<file path="src/rtl/count_monitor_pkg.sv">
// Shared constants for the triangle-count monitor: FSM state encoding and direction codes.
// Also holds the state-to-direction mapping used to register dir.
package count_monitor_pkg;

   typedef enum logic [1:0] {
      ACQ   = 2'd0,
      SEEN1 = 2'd1,
      UP    = 2'd2,
      DOWN  = 2'd3
   } state_t;

   localparam logic [1:0] DIR_UNK = 2'b00;
   localparam logic [1:0] DIR_UP  = 2'b01;
   localparam logic [1:0] DIR_DN  = 2'b10;

   function automatic logic [1:0] dir_of(input state_t s);
      case (s)
         UP:      dir_of = DIR_UP;
         DOWN:    dir_of = DIR_DN;
         default: dir_of = DIR_UNK;
      endcase
   endfunction

endpackage

</file>
<file path="src/rtl/sat_counter.sv">
// Saturating event counter: count advances on inc and sticks at all-ones, latency 1.
// No backpressure; inc is a single-cycle strobe, synchronous reset clears to zero.
module sat_counter #(
   parameter int WIDTH = 8
) (
   input  logic             clk,
   input  logic             rst,
   input  logic             inc,
   output logic [WIDTH-1:0] count
);

   always_ff @(posedge clk) begin
      if (rst) begin
         count <= '0;
      end else if (inc && (count != '1)) begin
         count <= count + 1'b1;
      end
   end

endmodule

</file>
<file path="src/rtl/count_monitor.sv">
// Checks an up/down triangle count for legal steps, turn-arounds and stalls; latency 1.
// No backpressure: count_in is accepted on every sample_en strobe.
module count_monitor
   import count_monitor_pkg::*;
#(
   parameter int WIDTH     = 4,
   parameter int MAX       = 15,
   parameter int STALL_LIM = 8
) (
   input  logic             clk,
   input  logic             rst,
   input  logic             sample_en,
   input  logic [WIDTH-1:0] count_in,
   output logic [1:0]       dir,
   output logic             step_err,
   output logic             turn,
   output logic             stall,
   output logic [7:0]       err_cnt,
   output logic [7:0]       turn_cnt
);

   localparam int RUN_W = $clog2(STALL_LIM + 1);
   localparam logic [RUN_W-1:0] RUN_LIM = RUN_W'(STALL_LIM);
   localparam logic [WIDTH:0]   MAX_X   = (WIDTH + 1)'(MAX);

   state_t           state;
   state_t           nstate;
   logic [WIDTH-1:0] prev;
   logic [RUN_W-1:0] run;
   logic             err_d;
   logic             turn_d;

   // One extra bit so prev+1 and prev-1 never wrap modulo 2^WIDTH.
   logic [WIDTH:0] in_x;
   logic [WIDTH:0] prev_x;
   logic           in_ok;
   logic           eq_ok;
   logic           step_up;
   logic           step_dn;
   logic           turn_at_max;
   logic           turn_at_zero;
   logic           same;

   assign in_x         = {1'b0, count_in};
   assign prev_x       = {1'b0, prev};
   assign in_ok        = (in_x <= MAX_X);
   assign same         = (count_in == prev);
   assign eq_ok        = in_ok && same;
   assign step_up      = in_ok && (prev_x < MAX_X) && (in_x == prev_x + 1'b1);
   assign step_dn      = in_ok && (prev_x <= MAX_X) && (prev != '0) && (in_x == prev_x - 1'b1);
   assign turn_at_max  = (prev_x == MAX_X) && (in_x == MAX_X - 1'b1);
   assign turn_at_zero = (prev == '0) && (in_x == (WIDTH + 1)'(1));

   always_comb begin
      nstate = state;
      err_d  = 1'b0;
      turn_d = 1'b0;
      case (state)
         ACQ: nstate = SEEN1;
         SEEN1: begin
            if (eq_ok) begin
               nstate = SEEN1;
            end else if (step_up) begin
               nstate = UP;
            end else if (step_dn) begin
               nstate = DOWN;
            end else begin
               err_d = 1'b1;
            end
         end
         UP: begin
            if (step_up || eq_ok) begin
               nstate = UP;
            end else if (turn_at_max) begin
               nstate = DOWN;
               turn_d = 1'b1;
            end else begin
               nstate = SEEN1;
               err_d  = 1'b1;
            end
         end
         DOWN: begin
            if (step_dn || eq_ok) begin
               nstate = DOWN;
            end else if (turn_at_zero) begin
               nstate = UP;
               turn_d = 1'b1;
            end else begin
               nstate = SEEN1;
               err_d  = 1'b1;
            end
         end
         default: nstate = ACQ;
      endcase
   end

   always_ff @(posedge clk) begin
      if (rst) begin
         state    <= ACQ;
         prev     <= '0;
         dir      <= DIR_UNK;
         step_err <= 1'b0;
         turn     <= 1'b0;
         stall    <= 1'b0;
         run      <= '0;
      end else begin
         step_err <= 1'b0;
         turn     <= 1'b0;
         if (sample_en) begin
            state    <= nstate;
            prev     <= count_in;
            dir      <= dir_of(nstate);
            step_err <= err_d;
            turn     <= turn_d;
            // The first sample after reset has no history, so it starts a fresh run.
            if ((state != ACQ) && same) begin
               if (run != RUN_LIM) begin
                  run <= run + 1'b1;
               end
               stall <= (run >= RUN_LIM - 1'b1);
            end else begin
               run   <= '0;
               stall <= 1'b0;
            end
         end
      end
   end

   sat_counter #(.WIDTH(8)) u_err_cnt (
      .clk   (clk),
      .rst   (rst),
      .inc   (sample_en && err_d),
      .count (err_cnt)
   );

   sat_counter #(.WIDTH(8)) u_turn_cnt (
      .clk   (clk),
      .rst   (rst),
      .inc   (sample_en && turn_d),
      .count (turn_cnt)
   );

endmodule
</file>
<file path="config.mk">
export PLATFORM = sky130hd
export DESIGN_NAME = count_monitor
export DESIGN_NICKNAME = d
export VERILOG_FILES = /design/src/rtl/count_monitor_pkg.sv /design/src/rtl/sat_counter.sv /design/src/rtl/count_monitor.sv
export SDC_FILE = /design/constraint.sdc
export NUM_CORES = 1
export LEC_CHECK = 0
export BUFFER_PORTS_ARGS = -buffer_cell sky130_fd_sc_hd__buf_4
export CORE_MARGIN = 2
export CORE_UTILIZATION = 55
export DETAILED_ROUTE_END_ITERATION = 6
export PLACE_DENSITY_LB_ADDON = 0.15
export REMOVE_ABC_BUFFERS = 1
export SYNTH_ARGS = -nofsm -noshare
export SYNTH_HDL_FRONTEND = slang
export SYNTH_SLANG_ARGS = --single-unit
</file>
<file path="constraint.sdc">
create_clock -name clk -period 6.52 [get_ports clk]
set_input_delay 0.652 -clock clk [delete_from_list [all_inputs] [get_ports clk]]
set_output_delay 0.652 -clock clk [all_outputs]
set_load 0.02 [all_outputs]
</file>
==> summary.md, run 1 <==
| Metric | Value |
|---|---|
| ANT cells | `0` |
| Source of the worst hold timing path | `dir[1]` |
| Cell count of the worst hold path | `2` |
| Detailed Route Iter0 Violations | `between 80 and 90` |
| Critical-path maximum fanout | `14` |
| Average routed wire per standard cell | `roughly 13 microns` |
| Most used standard cell by instance count after synthesis | `dfxtp_1` |
| Number of enable-type register cells in the synthesized netlist | `0` |
| Leakage power total | `0.0007885 uW` |
| Number of distinct library cells after synthesis | `a little under 50` |
| Normalized max-slew margin | `0.5956` |
| Setup repair bufs after CTS | `0` |
| Initial standard-cell utilization of the core | `0.5862` |
| Syn Area/Cell | `8.633 sq um` |
| Worst clock skew on the final layout | `approximately 8 ps` |
| CTS Hold Buffers Added | `0` |
| Areal power density over the cells | `about 180 nW/um^2` |
| Post-synthesis sequential area ratio | `0.3440` |
| Transition at the pin with the smallest max-transition slack | `roughly 610 ps` |
| CTS Root Buffer Type | `clkbuf_4` |
| Max Clock Freq | `between 0.3 and 0.4 GHz` |
| Max-cap violations | `0` |
| Type of origin of the critical path | `flop` |
| Total of endpoints with negative setup slack in the final report | `0` |
| R2R Path Start | `prev[1]` |
| Post-synth top area share | `0.3440` |
| Number of instances in the synthesized netlist | `~210` |
| Outcome | `finished, final reports clean` |
| Area after DPL | `2003 sq um` |
| Ratio of cells with drive above 1 in the final layout | `0.1931` |
| Final Hold Viols | `0` |
| GRT Total Usage | `0.2124` |
| Vertical extent of the die | `61.28 microns` |
| Clock buffer count from CTS | `5` |
| Unrepaired setup endpoints after global routing | `false` |
| I/O Buffers | `27` |
| Detailed placer's ending HPWL | `~2700 microns` |
| Total clock sinks | `31` |
| Maximum number of pins on one net before global-route repair | `33` |
| Class of the most critical hold timing path | `reg2reg` |
| Place WS | `approximately 3700 ps` |
| DRC violation count after routing | `0` |
| Placed Cells | `270` |
| Remaining antenna violation count | `0` |
| Fill cell total of the finished layout | `about 270` |
| Total length of routed met3 wires | `roughly 190 microns` |
| Asr flop ratio synth | `0` |
| Layout Nets | `approximately 250` |
| Die width | `61.28 microns` |
| Cell area after technology mapping | `roughly 1800 sq um` |
| TritonCTS clock tree | `built` |
| GPL Wtd Cong | `between 0.8 and 0.9` |
| Final sum of negative setup slack | `0 ps` |
| Final worst path period share | `0.4175` |
| Top Ports | `28` |
| Number of H-tree levels | `2` |
| Final non-filler cell area | `around 2100 sq um` |
| Signed area change from the synthesized netlist to the final layout | `14.15%` |
| Insertion delay of the later-clocked pin in the worst-skew pair | `320 ps` |
| Final slew viol count | `0` |
| Class of the most critical setup path | `reg2reg` |
| Crit path time final | `roughly 2700 ps` |
| Register-to-Register Setup Slack | `~3800 ps` |
| Top cells by area in the synthesized netlist | `dfxtp_1 (34%), xnor2_1 (6.3%), nor2_1 (5.0%)` |
| Worst min-delay path endpoint | `dir[1]` |
| Buffer depth of the longest clock path | `2` |
| Data arrival time at the worst-slack endpoint | `between 2000 and 3000 ps` |
| Via density per instance | `5.762` |
| Post-synth top area cell | `dfxtp_1` |
| Top layer in use | `met4` |
| Final standard cell count with taps included and fillers excluded | `between 200 and 300` |
| Residual overflow from global routing | `0` |
| Worst vdd rail ir drop | `about 150 uV` |
| Kind of end point of the critical path | `flop` |
| Total of warnings raised by yosys | `0` |
| List of most frequent post-synthesis cells | `dfxtp_1 (31), nor2_1 (24), a21oi_1 (13), xnor2_1 (13), inv_1 (10)` |
| Detailed-route wire length on metal 1 | `around 1600 microns` |
| Worst Reg2Reg Path Length in Cells | `7` |
| Endpoint of the lowest-slack register-to-register path | `u_err_cnt.count[7]` |
| Wire length of the first global-routing pass | `between 6000 and 7000 microns` |
| Resized cells post-CTS | `0` |
| Core region area | `slightly above 3000 sq um` |
| CTS clk-pin slew, worst paths | `around 100 ps` |
| Worst Setup Slack, final | `between 3000 and 4000 ps` |
| Detailed Route WL | `about 3700 microns` |
| Antenna violations before repair | `0` |
| Rows | `20` |
| Vias after detailed routing | `1,596` |
| Vias in the first global route | `about 1,400` |
| Area of the die | `3755 sq um` |
| Data required time of the worst path | `slightly below 7000 ps` |
| Number of iterations in the first detailed-routing pass | `4` |
| Main flop type after synthesis | `dfxtp_1` |
| Wire length on met2 | `roughly 1800 microns` |
| Post-synthesis sequential element count | `31` |
[registers in the layout (all words and copies together), names as in the netlist]
signal	flops
state	2
dir	2
u_err_cnt.count	8
turn	1
step_err	1
stall	1
prev	4
u_turn_cnt.count	8
run	4
[cells by family (layout without fill, tap and decap cells)]
logic type | Yosys count | count (layout) | share of synthesized area
AO/OA/AOI/OAI | 40 | 40 | 0.1546
adder cells (fa/ha/maj) | 6 | 6 | 0.04161
multiplexers | 10 | 10 | 0.06172
flip-flops | 31 | 31 | 0.3440
buffers and inverters | 20 | 44 | 0.05340
XOR/XNOR | 18 | 18 | 0.08738
AND/OR/NAND/NOR | 84 | 84 | 0.2573
[how the worst max path moves through the flow]
stage,end,slack [ps],start,depth (start not counted)
3_5_place_dp,u_err_cnt.count[7],3730,count_in[2],7
3_3_place_gp,u_err_cnt.count[7],3780,count_in[2],7
4_1_cts,u_err_cnt.count[7],3820,prev[1],7
6_report,u_err_cnt.count[7],3800,prev[1],7
5_1_grt,u_err_cnt.count[7],3650,prev[0],7
2_1_floorplan,u_err_cnt.count[7],4080,count_in[2],6
[per-layer routing]
| layer | vias to the layer above | GRT usage |
|---|---|---|
| met5 | - | 0 |
| met1 | 748 | 0.2660 |
| li1 | 800 | - |
| met2 | 46 | 0.3647 |
| met3 | 2 | 0.03992 |
| met4 | 0 | 0.07453 |
[power by group]
| group | switching (uW) | total, uW | internal, uW |
|---|---|---|---|
| Sequential | 7.15 | 201 | 194 |
| Combinational | 30.8 | 52.3 | 21.5 |
| Clock | 65.0 | 115 | 50.0 |
| Total | 103 | 368 | 265 |
[critical path: stages, from the launching register on]
cell,delay [ps]
dfxtp_1,460
ha_1,270
or3b_1,380
a311oi_2,280
o211ai_2,190
a32oi_2,580
nor4_2,130
mux2_4,320
[per-stage QoR]
step | utilization | power, uW | hold slack [ps]
after floorplan | - | 238.0 | 501.4
after global placement | 0.6508 | 255.1 | 481.4
after detailed placement | 0.6508 | 257.4 | 513.3
after CTS | 0.6691 | 369.7 | 526.1
after global routing | 0.6691 | 383.3 | 551.5
final | 0.6691 | 368.0 | 522.6
[area by class of cell]
type / count / area (sq um) / area share
multi-input cells: 158 / 1087 / 0.5279
flip-flops and latches: 31 / 620.6 / 0.3013
repair buffers: 27 / 202.7 / 0.09842
well taps: 44 / 55.05 / 0.02673
clock buffers: 6 / 51.30 / 0.02491
inverters: 10 / 37.54 / 0.01823
clock inverters: 1 / 5.005 / 0.002430
[layout by cell type (no fill, tap or decap), types with 3 or more instances in the layout]
cell type	instances
dfxtp_1	31
buf_4	27
nor2_1	24
xnor2_1	13
a21oi_1	13
inv_1	10
nand2_1	9
nand3_1	9
nor3_1	8
nand4_1	7
o21ai_0	7
mux2i_1	7
ha_1	6
xor2_1	5
clkbuf_4	5
o31ai_1	4
nor2b_1	3
or4_1	3
Note: power is estimated with default switching activity, not from simulation.
==> run 2, diff against run 1 <==
--- a/config.mk
+++ b/config.mk
@@ -7,7 +7,7 @@
 export LEC_CHECK = 0
 export BUFFER_PORTS_ARGS = -buffer_cell sky130_fd_sc_hd__buf_4
 export CORE_MARGIN = 2
-export CORE_UTILIZATION = 55
+export CORE_UTILIZATION = 51
 export DETAILED_ROUTE_END_ITERATION = 6
 export PLACE_DENSITY_LB_ADDON = 0.15
 export REMOVE_ABC_BUFFERS = 1
==> constraint.sdc (replaced) <==
create_clock -name clk -period 2.4 [get_ports clk]
set_input_delay 0.24 -clock clk [delete_from_list [all_inputs] [get_ports clk]]
set_output_delay 0.24 -clock clk [all_outputs]
set_load 0.02 [all_outputs]
==> summary.md, run 2 (synthesis gave the netlist of run 1 again) <==
| Metric | Value |
|---|---|
| Critical Path Start | `prev[0]` |
| Remaining antenna violation count | `0` |
| Rows | `21` |
| Final non-filler cell area | `around 2200 sq um` |
| Normalized max-slew margin | `0.7058` |
| Ratio of cells with drive above 1 in the final layout | `0.2427` |
| Data arrival time at the worst-slack endpoint | `2540 ps` |
| Type of origin of the critical path | `flop` |
| Detailed placer's ending HPWL | `between 2000 and 3000 microns` |
| Total clock sinks | `31` |
| Total of endpoints with negative setup slack in the final report | `0` |
| Number of iterations in the first detailed-routing pass | `4` |
| Final core utilization | `0.6410` |
| R2R Path Start | `prev[0]` |
| Class of the most critical hold timing path | `in2reg` |
| Antenna violations before repair | `0` |
| Average routed wire per standard cell | `approximately 14 microns` |
| Leading cell type in the layout, fill and taps excluded | `buf_4` |
| Initial standard-cell utilization of the core | `0.5365` |
| Maximum number of pins on one net before global-route repair | `33` |
| Areal power density over the cells | `between 400 and 500 nW/um^2` |
| Leading cell types in the layout, fill and taps excluded | `buf_4 (32), dfxtp_1 (30), nor2_1 (24), xnor2_1 (13), a21oi_1 (13)` |
| Detailed Route WL | `about 4000 microns` |
| Signed area change from the synthesized netlist to the final layout | `19.49%` |
| Residual overflow from global routing | `0` |
| Max Clock Freq | `~0.43 GHz` |
| I/O Buffers | `27` |
| Insertion delay of the later-clocked pin in the worst-skew pair | `320 ps` |
| Endpoint of the lowest-slack register-to-register path | `u_err_cnt.count[6]` |
| Worst Reg2Reg Path Length in Cells | `8` |
| Largest registers ranked by flip-flop count | `u_err_cnt.count: 8 flops, u_turn_cnt.count: 8 flops` |
| GPL Wtd Cong | `0.8407` |
| Area of the multi-input gates | `around 1100 sq um` |
| Vias in the first global route | `between 1,500 and 2,000` |
| Critical-path maximum fanout | `6` |
| CTS clk-pin slew, worst paths | `around 90 ps` |
| Top Ports | `28` |
| Detailed Route Iter0 Violations | `84` |
| Max-cap violations | `0` |
| Kind of end point of the critical path | `flop` |
| Class of the most critical setup path | `reg2reg` |
| Crit path capture | `u_err_cnt.count[6]` |
| Layout Nets | `~250` |
| Area of the die | `4030 sq um` |
| TritonCTS clock tree | `built` |
| Final slew viol count | `0` |
| Vias after detailed routing | `1,663` |
| Number of H-tree levels | `2` |
| Leakage power total | `between 0.0008 and 0.0009 uW` |
| Worst clock skew on the final layout | `6.000 ps` |
| Clock buffer count from CTS | `5` |
| Area of all sequential standard cells | `between 600 and 700 sq um` |
| Die width | `~63 microns` |
| Buffer depth of the longest clock path | `2` |
| ANT cells | `0` |
| CTS Root Buffer Type | `clkbuf_4` |
| Vertical extent of the die | `between 60 and 70 microns` |
| Transition at the pin with the smallest max-transition slack | `~440 ps` |
| Core region area | `approximately 3400 sq um` |
| Data required time of the worst path | `about 2600 ps` |
| Worst vdd rail ir drop | `roughly 300 uV` |
| Area after DPL | `just over 2000 sq um` |
| Crit path time final | `2326 ps` |
| Via density per instance | `approximately 6` |
| DRC violation count after routing | `0` |
| Worst-case hold slack | `between 150 and 200 ps` |
| GRT Total Usage | `0.2137` |
| Fill cell total of the finished layout | `just over 300` |
| Register-to-Register Setup Slack | `around 74 ps` |
| Wire length of the first global-routing pass | `between 6000 and 7000 microns` |
| Final Hold Viols | `0` |
| Unrepaired setup endpoints after global routing | `true` |
| Final worst path period share | `0.9693` |
| Outcome | `finished, final reports clean` |
==> run 2: repair_timing <==
item | in CTS | in global routing
buffers inserted | 0 | 0
pin swaps | 0 | 3
resized for setup | 1 | 11
hold buffers | 0 | 0
endpoints found under the setup margin | 5 | 11
==> run 2: how the worst min path moves through the flow <==
stage / end / cells after the start / slack [ps] / from
floorplan: state[0] / 1 / 310 / rst
global placement: stall / 2 / 490 / stall
detailed placement: stall / 2 / 500 / stall
CTS: prev[3] / 3 / 180 / count_in[3]
global route: prev[3] / 3 / 220 / count_in[3]
finish: prev[3] / 3 / 190 / count_in[3]
==> run 2: where the power goes <==
part           total (uW)  leakage, uW  internal (uW)  switching [uW]
Clock                 305    0.0000341            136             170
Sequential            544     0.000252            526            18.9
Combinational         167     0.000531           72.3            94.8
Total                1020     0.000818            733             283
==> run 2: final cells by class <==
cell class / count / area share
flip-flops and latches: 31 / 0.2896
multi-input cells: 158 / 0.5235
well taps: 46 / 0.02670
inverters: 10 / 0.01741
clock buffers: 6 / 0.02380
clock inverters: 1 / 0.002322
repair buffers: 33 / 0.1167
==> run 2: per-stage QoR <==
stage / power, uW / setup TNS [ps] / std cells / worst slack (ps)
floorplan: 646.4 / -18.25 / 199 / -10.91
global placement: 701.2 / 0 / 278 / 53.70
detailed placement: 709.2 / -105.8 / 278 / -43.51
CTS: 1014 / 0 / 285 / 20.64
global route: 1070 / -28.09 / 285 / -14.30
finish: 1017 / 0 / 285 / 73.75
==> run 2: critical path, cell delays in order (launching register included) <==
cell and delay (ps):
dfxtp_4 380, ha_1 220, buf_4 150, or2b_1 230
a311oi_2 290, o211ai_2 150, a32oi_4 370, nor4b_2 110
mux2_4 310
==> run 2: layer usage <==
layer,up-vias,track usage,wire (microns)
met5,-,0,0
met4,0,0.05707,63
met3,8,0.05357,194
met2,50,0.3882,1956
met1,788,0.2470,1734
li1,817,-,-
==> run 3, diff against run 2 <==
--- a/config.mk
+++ b/config.mk
@@ -5,10 +5,10 @@
 export SDC_FILE = /design/constraint.sdc
 export NUM_CORES = 1
 export LEC_CHECK = 0
-export BUFFER_PORTS_ARGS = -buffer_cell sky130_fd_sc_hd__buf_4
 export CORE_MARGIN = 2
-export CORE_UTILIZATION = 51
+export CORE_UTILIZATION = 55
 export DETAILED_ROUTE_END_ITERATION = 6
+export DONT_BUFFER_PORTS = 1
 export PLACE_DENSITY_LB_ADDON = 0.15
 export REMOVE_ABC_BUFFERS = 1
 export SYNTH_ARGS = -nofsm -noshare
==> summary.md, run 3 (synthesis gave the netlist of run 1 again) <==
| Metric | Value |
|---|---|
| Leading cell types in the layout, fill and taps excluded | `dfxtp_1 (30), nor2_1 (24), xnor2_1 (13), a21oi_1 (13), inv_1 (10)` |
| Wire length of the first global-routing pass | `~6600 microns` |
| DRC violation count after routing | `0` |
| Vias in the first global route | `~1,500` |
| CTS clk-pin slew, worst paths | `between 100 and 150 ps` |
| Areal power density over the cells | `566.2 nW/um^2` |
| Worst clock skew on the final layout | `between 15 and 20 ps` |
| Die width | `between 60 and 70 microns` |
| Signed area change from the synthesized netlist to the final layout | `11.79%` |
| Final Hold Viols | `0` |
| Max Clock Freq | `0.4230 GHz` |
| Via density per instance | `around 6.1` |
| Normalized max-slew margin | `0.3776` |
| Critical-path maximum fanout | `6` |
| Overall power consumption | `roughly 1100 uW` |
| Total of endpoints with negative setup slack in the final report | `0` |
| Type of origin of the critical path | `flop` |
| Class of the most critical hold timing path | `in2reg` |
| Crit path time final | `2364 ps` |
| Critical path's slowest cell | `dfxtp_4` |
| Outcome | `finished, final reports clean` |
| Vertical extent of the die | `61.28 microns` |
| Core region area | `~3000 sq um` |
| Leakage power total | `0.0007151 uW` |
| Clock buffer count from CTS | `5` |
| Max-cap violations | `0` |
| Layout Nets | `between 200 and 250` |
| Ratio of cells with drive above 1 in the final layout | `0.1481` |
| Rows | `20` |
| Detailed Route Iter0 Violations | `67` |
| Largest registers ranked by flip-flop count | `u_err_cnt.count: 8 flops, u_turn_cnt.count: 8 flops` |
| Leading cell type in the layout, fill and taps excluded | `dfxtp_1` |
| Vias after detailed routing | `~1,600` |
| CTS Root Buffer Type | `clkbuf_4` |
| Placed Cells | `between 200 and 250` |
| Class of the most critical setup path | `reg2reg` |
| Residual overflow from global routing | `0` |
| Transition at the pin with the smallest max-transition slack | `930.6 ps` |
| Critical Path Stages | `9` |
| Detailed Route WL | `about 4200 microns` |
| Number of iterations in the first detailed-routing pass | `4` |
| GRT Total Usage | `0.2412` |
| Buffer depth of the longest clock path | `2` |
| Kind of end point of the critical path | `flop` |
| Worst vdd rail ir drop | `approximately 380 uV` |
| Data arrival time at the worst-slack endpoint | `between 2000 and 3000 ps` |
| Remaining antenna violation count | `0` |
| Largest delay share family, worst path | `compound AO/OA/AOI/OAI gates` |
| Average routed wire per standard cell | `16.18 microns` |
| TritonCTS clock tree | `built` |
| Area of the die | `between 3000 and 4000 sq um` |
| Number of H-tree levels | `2` |
| Chain of cells forming the critical path | `ha_1, buf_4, or2b_1, a311oi_2, o211ai_2, a32oi_4, buf_12, nor4_4, mux2_4` |
| Maximum number of pins on one net before global-route repair | `25` |
| Unrepaired setup endpoints after global routing | `true` |
| Total clock sinks | `31` |
| Top Ports | `28` |
| Initial standard-cell utilization of the core | `0.5862` |
| Data required time of the worst path | `approximately 2600 ps` |
| Antenna violations before repair | `0` |
| Detailed placer's ending HPWL | `2772 microns` |
| Final slew viol count | `0` |
| Insertion delay of the later-clocked pin in the worst-skew pair | `350 ps` |
| Cell count of the worst hold path | `2` |
| I/O Buffers | `0` |
| Stage delay of the slowest cell on the critical path | `around 380 ps` |
| ANT cells | `0` |
| Worst Reg2Reg Path Length in Cells | `9` |
| Number of buffers and inverters on the critical path | `2` |
| GPL Wtd Cong | `about 0.8` |
| Final standard cell count with taps included and fillers excluded | `260` |
| Final worst path period share | `0.9849` |
-- run 3: worst paths after layout --
check / slack [ps] / start / endpoint
max: 40 / prev[0] / u_err_cnt.count[7]
min: 30 / count_in[3] / prev[3]
max reg2reg: 40 / prev[0] / u_err_cnt.count[7]
min reg2reg: 560 / prev[1] / prev[1]
-- run 3: timing repair --
action | in CTS | in global routing
hold buffers | 1 | 0
gates resized for setup | 1 | 9
pin swaps | 0 | 3
cloned | 0 | 1
setup buffers | 0 | 1
endpoints found under the hold margin | 24 | 0
endpoints found under the setup margin | 3 | 10
-- run 3: final cells by class --
type / count / area, sq um
Multi-Input combinational cell: 158 / 1130
Fill cell: 259 / 1061
Sequential cell: 31 / 624.3
Timing Repair Buffer: 9 / 83.83
Tap cell: 44 / 55.05
Clock buffer: 6 / 51.30
Inverter: 10 / 37.54
Clock inverter: 2 / 35.03
-- run 3: report_power, final --
group | switching, uW | internal, uW
Sequential | 25.9 | 526
Combinational | 75.8 | 72.7
Clock | 196 | 246
Total | 297 | 844
-- run 3: layer usage --
| layer | vias up | track usage | wire [microns] |
|---|---|---|---|
| met3 | 10 | 0.07983 | 234 |
| met2 | 46 | 0.4119 | 2175 |
| met4 | 0 | 0.1025 | 78 |
| li1 | 768 | - | - |
| met1 | 760 | 0.2751 | 1719 |
| met5 | - | 0 | 0 |
-- run 3: metrics by stage --
stage	utilization	hold WS (ps)	setup slack (ps)	area (sq um)	TNS, ps
4_1_cts	0.6313	9.720	50.97	1943	0
2_1_floorplan	-	309.1	-10.91	1745	-18.25
5_1_grt	0.6553	16.24	-82.69	2017	-338.9
3_5_place_dp	0.5996	313.7	24.27	1846	0
3_3_place_gp	0.5996	312.7	86.47	1846	0
6_report	0.6553	29.95	36.17	2017	0
